File: config.mk
export PLATFORM = sky130hd
export DESIGN_NAME = pc_redirect_unit
export DESIGN_NICKNAME = d
export VERILOG_FILES = /design/src/rtl/pipeline_pkg.sv /design/src/rtl/sat_counter.sv /design/src/rtl/pc_redirect_unit.sv
export SDC_FILE = /design/constraint.sdc
export NUM_CORES = 1
export LEC_CHECK = 0
export CAP_MARGIN = 40
export CORE_UTILIZATION = 44
export DETAILED_ROUTE_END_ITERATION = 10
export GPL_TIMING_DRIVEN = 0
export HOLD_SLACK_MARGIN = 0.02
export PLACE_DENSITY = 0.81
export REMOVE_ABC_BUFFERS = 1
export SETUP_SLACK_MARGIN = 0.5
export SLEW_MARGIN = 15
export SYNTH_ARGS = -nofsm -noshare
export SYNTH_HDL_FRONTEND = slang
export SYNTH_SLANG_ARGS = --single-unit
File: constraint.sdc
create_clock -name clk -period 2.7 [get_ports clk]
set_input_delay 0.27 -clock clk [delete_from_list [all_inputs] [get_ports clk]]
set_output_delay 0.27 -clock clk [all_outputs]
set_load 0.005 [all_outputs]
File: src/rtl/pipeline_pkg.sv
// Shared definitions for the fetch-side redirect logic: state encoding, PC constants
// and the bit positions of the pipeline-register flush vector.
package pipeline_pkg;

    typedef enum logic [1:0] {
        BOOT = 2'd0,
        RUN  = 2'd1,
        HALT = 2'd2
    } pc_state_e;

    localparam logic [31:0] DEFAULT_RESET_PC = 32'h0000_0000;
    localparam int          PC_INC           = 4;

    localparam int FLUSH_IFID  = 0;
    localparam int FLUSH_IDEX  = 1;
    localparam int FLUSH_EXMEM = 2;
    localparam int FLUSH_W     = 3;

    function automatic logic misaligned(input logic [1:0] lo);
        return |lo;
    endfunction

endpackage

File: src/rtl/sat_counter.sv
// Up-counter that sticks at all-ones instead of wrapping.
module sat_counter #(
    parameter int CNT_W = 16
) (
    input  logic             clk,
    input  logic             rst_n,
    input  logic             en,
    output logic [CNT_W-1:0] cnt
);

    always_ff @(posedge clk or negedge rst_n) begin
        if (!rst_n) begin
            cnt <= '0;
        end else if (en && (cnt != {CNT_W{1'b1}})) begin
            cnt <= cnt + CNT_W'(1);
        end
    end

endmodule

File: src/rtl/pc_redirect_unit.sv
// Program counter owner: applies MEM-stage branch and ID-stage jump redirects,
// drives pipeline flushes, latches misaligned targets into HALT, counts branches.
//
// state | meaning
// BOOT  | single post-reset cycle, fetch not yet valid, PC at RESET_PC
// RUN   | normal fetch; branch > jump > stall > sequential
// HALT  | misaligned redirect seen; PC frozen until reset
module pc_redirect_unit
    import pipeline_pkg::*;
#(
    parameter int                ADDR_W   = 32,
    parameter logic [ADDR_W-1:0] RESET_PC = ADDR_W'(DEFAULT_RESET_PC),
    parameter int                CNT_W    = 16
) (
    input  logic              clk,
    input  logic              rst_n,
    input  logic              stall,
    input  logic              mem_branch,
    input  logic              take_branch,
    input  logic [ADDR_W-1:0] branch_target,
    input  logic              jump_req,
    input  logic [ADDR_W-1:0] jump_target,
    output logic [ADDR_W-1:0] pc_out,
    output logic [ADDR_W-1:0] pc_plus4,
    output logic              fetch_valid,
    output logic              flush_ifid,
    output logic              flush_idex,
    output logic              flush_exmem,
    output logic              addr_err,
    output logic [CNT_W-1:0]  taken_cnt,
    output logic [CNT_W-1:0]  nottaken_cnt
);

    pc_state_e           state_q, state_d;
    logic [ADDR_W-1:0]   pc_q, pc_d;
    logic                addr_err_q;
    logic                err_set;
    logic                br_bad, jmp_go, jmp_bad;
    logic [FLUSH_W-1:0]  flush_vec;
    logic                en_taken, en_nottaken;

    // A jump alongside a taken branch is on the wrong path, so it never qualifies.
    assign br_bad  = take_branch && misaligned(branch_target[1:0]);
    assign jmp_go  = jump_req && !stall && !take_branch;
    assign jmp_bad = jmp_go && misaligned(jump_target[1:0]);

    assign pc_plus4 = pc_q + ADDR_W'(PC_INC);

    always_ff @(posedge clk or negedge rst_n) begin
        if (!rst_n) begin
            state_q    <= BOOT;
            pc_q       <= RESET_PC;
            addr_err_q <= 1'b0;
        end else begin
            state_q <= state_d;
            pc_q    <= pc_d;
            if (err_set) begin
                addr_err_q <= 1'b1;
            end
        end
    end

    always_comb begin
        state_d = state_q;
        pc_d    = pc_q;
        case (state_q)
            BOOT: state_d = RUN;
            RUN: begin
                if (br_bad || jmp_bad) begin
                    state_d = HALT;
                end else if (take_branch) begin
                    pc_d = branch_target;
                end else if (jmp_go) begin
                    pc_d = jump_target;
                end else if (!stall) begin
                    pc_d = pc_plus4;
                end
            end
            HALT: state_d = HALT;
            default: state_d = BOOT;
        endcase
    end

    always_comb begin
        fetch_valid = 1'b0;
        flush_vec   = '0;
        err_set     = 1'b0;
        if (rst_n && (state_q == RUN)) begin
            fetch_valid = 1'b1;
            err_set     = br_bad || jmp_bad;
            if (take_branch && !br_bad) begin
                flush_vec[FLUSH_IFID]  = 1'b1;
                flush_vec[FLUSH_IDEX]  = 1'b1;
                flush_vec[FLUSH_EXMEM] = 1'b1;
            end else if (jmp_go && !jmp_bad) begin
                flush_vec[FLUSH_IFID] = 1'b1;
            end
        end
    end

    assign flush_ifid  = flush_vec[FLUSH_IFID];
    assign flush_idex  = flush_vec[FLUSH_IDEX];
    assign flush_exmem = flush_vec[FLUSH_EXMEM];
    assign pc_out      = pc_q;
    assign addr_err    = addr_err_q;

    // Misaligned taken branches still count as taken.
    assign en_taken    = (state_q == RUN) && mem_branch && take_branch;
    assign en_nottaken = (state_q == RUN) && mem_branch && !take_branch;

    sat_counter #(.CNT_W(CNT_W)) u_taken_cnt (
        .clk   (clk),
        .rst_n (rst_n),
        .en    (en_taken),
        .cnt   (taken_cnt)
    );

    sat_counter #(.CNT_W(CNT_W)) u_nottaken_cnt (
        .clk   (clk),
        .rst_n (rst_n),
        .en    (en_nottaken),
        .cnt   (nottaken_cnt)
    );

endmodule

* Word level (Yosys, flattened, before mapping) *
Index checks and enable logic that the tools add are counted.

word-level totals
  register bits = 67
  input port bits = 70
  output and inout bits = 101
  logic and storage cells = 47

operators by class
  $add $sub $neg = 3
  equality and inequality tests = 6
  mux-type cells = 11
  bitwise operators = 1
  reductions and logical operators = 21

operator list
  cell                                                              count
  32-bit two-way mux                                                3
  16-bit by 1-bit adder with 16-bit output (second input constant)  2
  32-bit by 3-bit adder with 32-bit output (second input constant)  1
  16-bit != test (second input constant)                            2
  1-bit logical AND                                                 12
  2-bit one-hot mux with 3 select lines                             1
  1-bit zero test                                                   4
  1-bit two-way mux                                                 4
  2-bit two-way mux                                                 2
  2-bit OR reduction                                                2
  3-bit two-way mux                                                 1
  3-bit by 1-bit != test with 1-bit output (second input constant)  1
  3-bit AND reduction                                               1
  2-bit by 1-bit == test with 1-bit output (second input constant)  1
  2-bit == test (second input constant)                             1
  2-bit zero test                                                   1
  2-bit != test (second input constant)                             1
  1-bit logical OR                                                  1
  1-bit NOT                                                         1

* Depth between registers and ports, before layout *
Gate-level depths: netlist (run 1).

  word-level depth = 9
  gate-level depth with buffers = 8
  depth with buffers taken out = 7

* Modules after synthesis *
A second synthesis (run 1) with hierarchy kept.

unflattened totals
  cells, all modules = 513
  area, all modules = 4536.9 sq um

by module, submodules not included
  module            times used  cells an instance  area an instance (sq um)
  pc_redirect_unit  1           369                2817.7
  sat_counter       2           72                 859.6

* Least setup slack after synthesis (run 1) *
Ideal clock, no wire load.

  path type = flip-flop to flip-flop
  start point = register pc_q[8] (netlist: pc_out[8])
  end point = register pc_q[26] (netlist: pc_out[26])
  setup time = 0.082 ns
  data arrival time = 1.978 ns
  path slack = 0.639 ns
  stages on the path, launching flop included = 7
  buffers on the path = 1
  path through = dfrtp_1 -> buf_2 -> nand3_4 -> or3_1 -> or4_4 -> o31a_1 -> o22ai_1

between the ends
  longest elaborated chain between the ends = 4

RTL lines
  element                                   RTL line                source
  from (decl)                               pc_redirect_unit.sv:35  logic [ADDR_W-1:0] pc_q, pc_d;
  from (signal assigned)                    pc_redirect_unit.sv:56  pc_q <= pc_d;
  32-bit by 3-bit adder with 32-bit output  pc_redirect_unit.sv:47  assign pc_plus4 = pc_q + ADDR_W'(PC_INC);
  32-bit two-way mux                        pc_redirect_unit.sv:75  end else if (!stall) begin
  32-bit two-way mux                        pc_redirect_unit.sv:73  end else if (jmp_go) begin
  32-bit two-way mux                        pc_redirect_unit.sv:71  end else if (take_branch) begin

Every way passes these cells. The select of a mux whose other input is x is not followed.
A chain may end at the register's enable or synchronous reset.

* Worst setup path after layout (run 1) *
  start point = register pc_q[7] (netlist: pc_out[7])
  end point = output port pc_plus4[25]

between the ends
  longest elaborated chain between the ends = 1

RTL lines
  element                                   RTL line                source
  32-bit by 3-bit adder with 32-bit output  pc_redirect_unit.sv:47
  to (decl)                                 pc_redirect_unit.sv:24  output logic [ADDR_W-1:0] pc_plus4,

Every way passes these cells.

==> results of run 1 <==
critical path, cell delays in order (launching register included):
cell,delay (ns)
dfrtp_1,0.40
buf_4,0.14
and4_4,0.22
nand4_1,0.15
buf_4,0.19
or4_4,0.44
xnor2_2,0.14
buf_2,0.13
cell type report:
type | count | share of cell area, %
clock inverter | 6 | 1.26
inverter | 19 | 1.08
multi-input combinational | 390 | 37.7
sequential | 67 | 23.8
timing repair buffer | 243 | 32.2
clock buffer | 10 | 1.78
tap | 129 | 2.25
power breakdown:
part | switching, uW | total (uW) | internal, uW
Clock | 430 | 952 | 522
Combinational | 1160 | 2710 | 1550
Sequential | 451 | 1780 | 1330
Total | 2040 | 5440 | 3410
timing repair:
action,in CTS,in global routing
setup endpoints to repair,61,51
hold buffers,3,0
buffers inserted,49,16
gates resized for setup,105,44
cloned,0,1
hold endpoints to repair,23,0
pin swaps,24,16
stage by stage:
step	setup WS, ns	total power, uW	setup TNS (ns)	utilization (%)	hold slack [ns]
after floorplan	0.629	2520	0	-	-0.0256
after global placement	-1.98	3890	-152.78	64.6	0.451
after detailed placement	-0.411	3990	-10.54	65.8	0.200
after CTS	0.263	5250	0	74.2	0.485
after global routing	0.207	5710	0	76.8	0.467
final	0.262	5440	0	76.8	0.438
final timing paths:
check	start	to	slack [ns]	depth (start not counted)
setup / recovery	pc_out[7]	pc_plus4[25]	0.26	7
hold / removal	take_branch	pc_out[22]	0.44	3
min in group asynchronous	rst_n	pc_out[9]	0.57	4
hold reg to reg	addr_err	addr_err	0.48	1
setup reg to reg	pc_out[6]	pc_out[24]	0.45	11
max in group asynchronous	rst_n	pc_out[2]	1.66	3
cell families (layout without fill, tap and decap cells):
kind of cell | count (synthesis) | after routing | share of synthesized area, %
fa+ha+maj | 5 | 5 | 1.46
buf+inv | 49 | 278 | 4.61
xor+xnor | 52 | 52 | 10.6
mux | 5 | 5 | 1.31
simple gates | 209 | 210 | 25.9
flops | 67 | 67 | 39.1
compound gates | 118 | 118 | 17.1
sequential cells by signal, indices dropped and copies added (netlist names):
signal,cells
pc_out,32
u_nottaken_cnt.cnt,16
u_taken_cnt.cnt,16
state_q,2
addr_err,1
metal layers:
metal	wire length, um	up-vias
met5	0	-
met4	427	0
met3	1230	43
met2	8020	266
met1	6460	2448
li1	-	2275
synthesized netlist by cell type (2+ instances only):
cell type,count
and4_1,8
nor2_1,45
dfrtp_1,67
nor3b_1,6
and3_1,18
o2bb2ai_1,6
nand2b_1,3
mux2_2,5
or3_1,3
o31a_1,7
buf_4,3
buf_2,2
xor2_1,16
inv_1,19
and2_1,5
a41oi_1,4
nand3_1,28
clkbuf_1,23
a221oi_1,7
nand2_1,42
a21oi_1,31
o31ai_1,2
nor2b_1,3
o22ai_1,9
o21ai_0,40
nand4_1,20
nor3_1,11
ha_1,5
or2_2,3
buf_1,2
a31oi_1,3
nor4_1,6
or4_1,2
xnor2_1,36
==> run_results.csv, run 1 <==
group,metric,value,unit
status,status,"finished clean",
drt,vias,5032,
yosys,ys_ff_latch,67,
final_layout,mostFrequentLayoutCells,"clkdlybuf4s50_1, buf_4, dfrtp_1, nor2_1, o21ai_0",
drt,vias_per_cell,5.82,
placement,hpwl,9860,um
timing,fmax,410,MHz
placement,dp_cells,779,
clock_tree,cts_made_buffers,9,
yosys,synth_cell_type_count,49,
floorplan,io_pins,171,
yosys,async_reset_ff_share,100,%
placement,place_congestion,0.809,
timing,tightest_slew,0.855,ns
final_layout,postLayoutCellArea,7160,um2
timing,final_hold_viol_count,0,
yosys,ys_top_cells_by_area,"dfrtp_1, xnor2_1, o21ai_0, nor2_1, nand2_1",
clock_tree,clock_sinks,67,
global_routing,grt_use_met3,7.07,%
final_layout,multiInputGateArea,2700,um2
final_layout,final_common_cell,"clkdlybuf4s50_1",
min_path,hp-class,"primary input to register",
placement,io_buffers,170,
timing,post-route-period-util,90.3,%
clock_tree,htree_num_levels,3,
yosys,ys_seq_area_share,39.1,%
global_routing,grt_pass1_wl,23300,um
timing,skew,0.0151,ns
timing,setup_violations,0,
setup_path,critPathKind,"register to primary output",
drt,antenna_left,0,
final_layout,area_growth,66.9,%
power,cellLeakagePower,0.00314,uW
final_layout,stdcell_count,864,
clock_tree,clk_pin_slew,0.09,ns
yosys,syn_area_per_cell,8.50,um2
yosys,yosysTopAreaCell,"dfrtp_1",
clock_tree,cts_tree,"done",
global_routing,met2_usage,50.9,%
global_routing,overflow,0,
global_routing,antenna_found_initial,0,
global_routing,grt_pass1_vias,4662,
drt,first_iter_violations,241,
power,power_density,760,nW/um2
setup_path,end_kind,"primary output",
global_routing,grt_max_degree,49,
clock_tree,insertion_delay,0.35,ns
yosys,yosys_warnings,0,
floorplan,die-area,10200,um2
yosys,synth_edf_count,0,
yosys,syn_area,4290,um2
clock_tree,cts_root_buf,"clkbuf_8",
final_layout,n_antenna_cell,0,
final_layout,regArea,1710,um2
yosys,synth_top_area_share,39.1,%
floorplan,die_w,101,um
drt,routed_wirelength,16100,um
clock_tree,max-clock-path-buffers,2,
final_layout,layout.nets,805,
timing,timing.slew.headroom,42.8,%
yosys,ys.flop_type,"dfrtp_1",
drt,first_pass_iters,5,
global_routing,busiest_layer,"met2",
timing,finalCriticalPeriod,2.44,ns
drt,wl_per_cell,18.7,um
drt,route.detailed.drc,0,
floorplan,core,9330,um2
power,irDropWorstVdd,0.000488,V
floorplan,start_util,46.0,%
yosys,netlist_instances,505,
setup_path,cp_max_fo,3,
final_layout,nFillCells,656,
final_layout,drive_above_1_share,24.6,%
setup_path,cp.required,2.43,ns
timing,slew_viol_final,0,
setup_path,cp-start-kind,"register",
global_routing,track_usage,29.6,%
setup_path,arrival,2.17,ns
timing,rsz0062_at_grt,"true",
floorplan,die_h,101,um
global_routing,met1_usage,35.8,%
flow_run,maxCapViolations,0,
floorplan,rows,35,
placement,placed_area,6130,um2
No activity file was read; power rests on OpenSTA's default activity.
==> run 2, diff against run 1 <==
--- a/config.mk
+++ b/config.mk
@@ -6,6 +6,7 @@
 export NUM_CORES = 1
 export LEC_CHECK = 0
 export CAP_MARGIN = 40
+export CORE_MARGIN = 1
 export CORE_UTILIZATION = 44
 export DETAILED_ROUTE_END_ITERATION = 10
 export GPL_TIMING_DRIVEN = 0
==> results of run 2 <==
The final DEF is identical to that of run 1; final timing and power are the same.
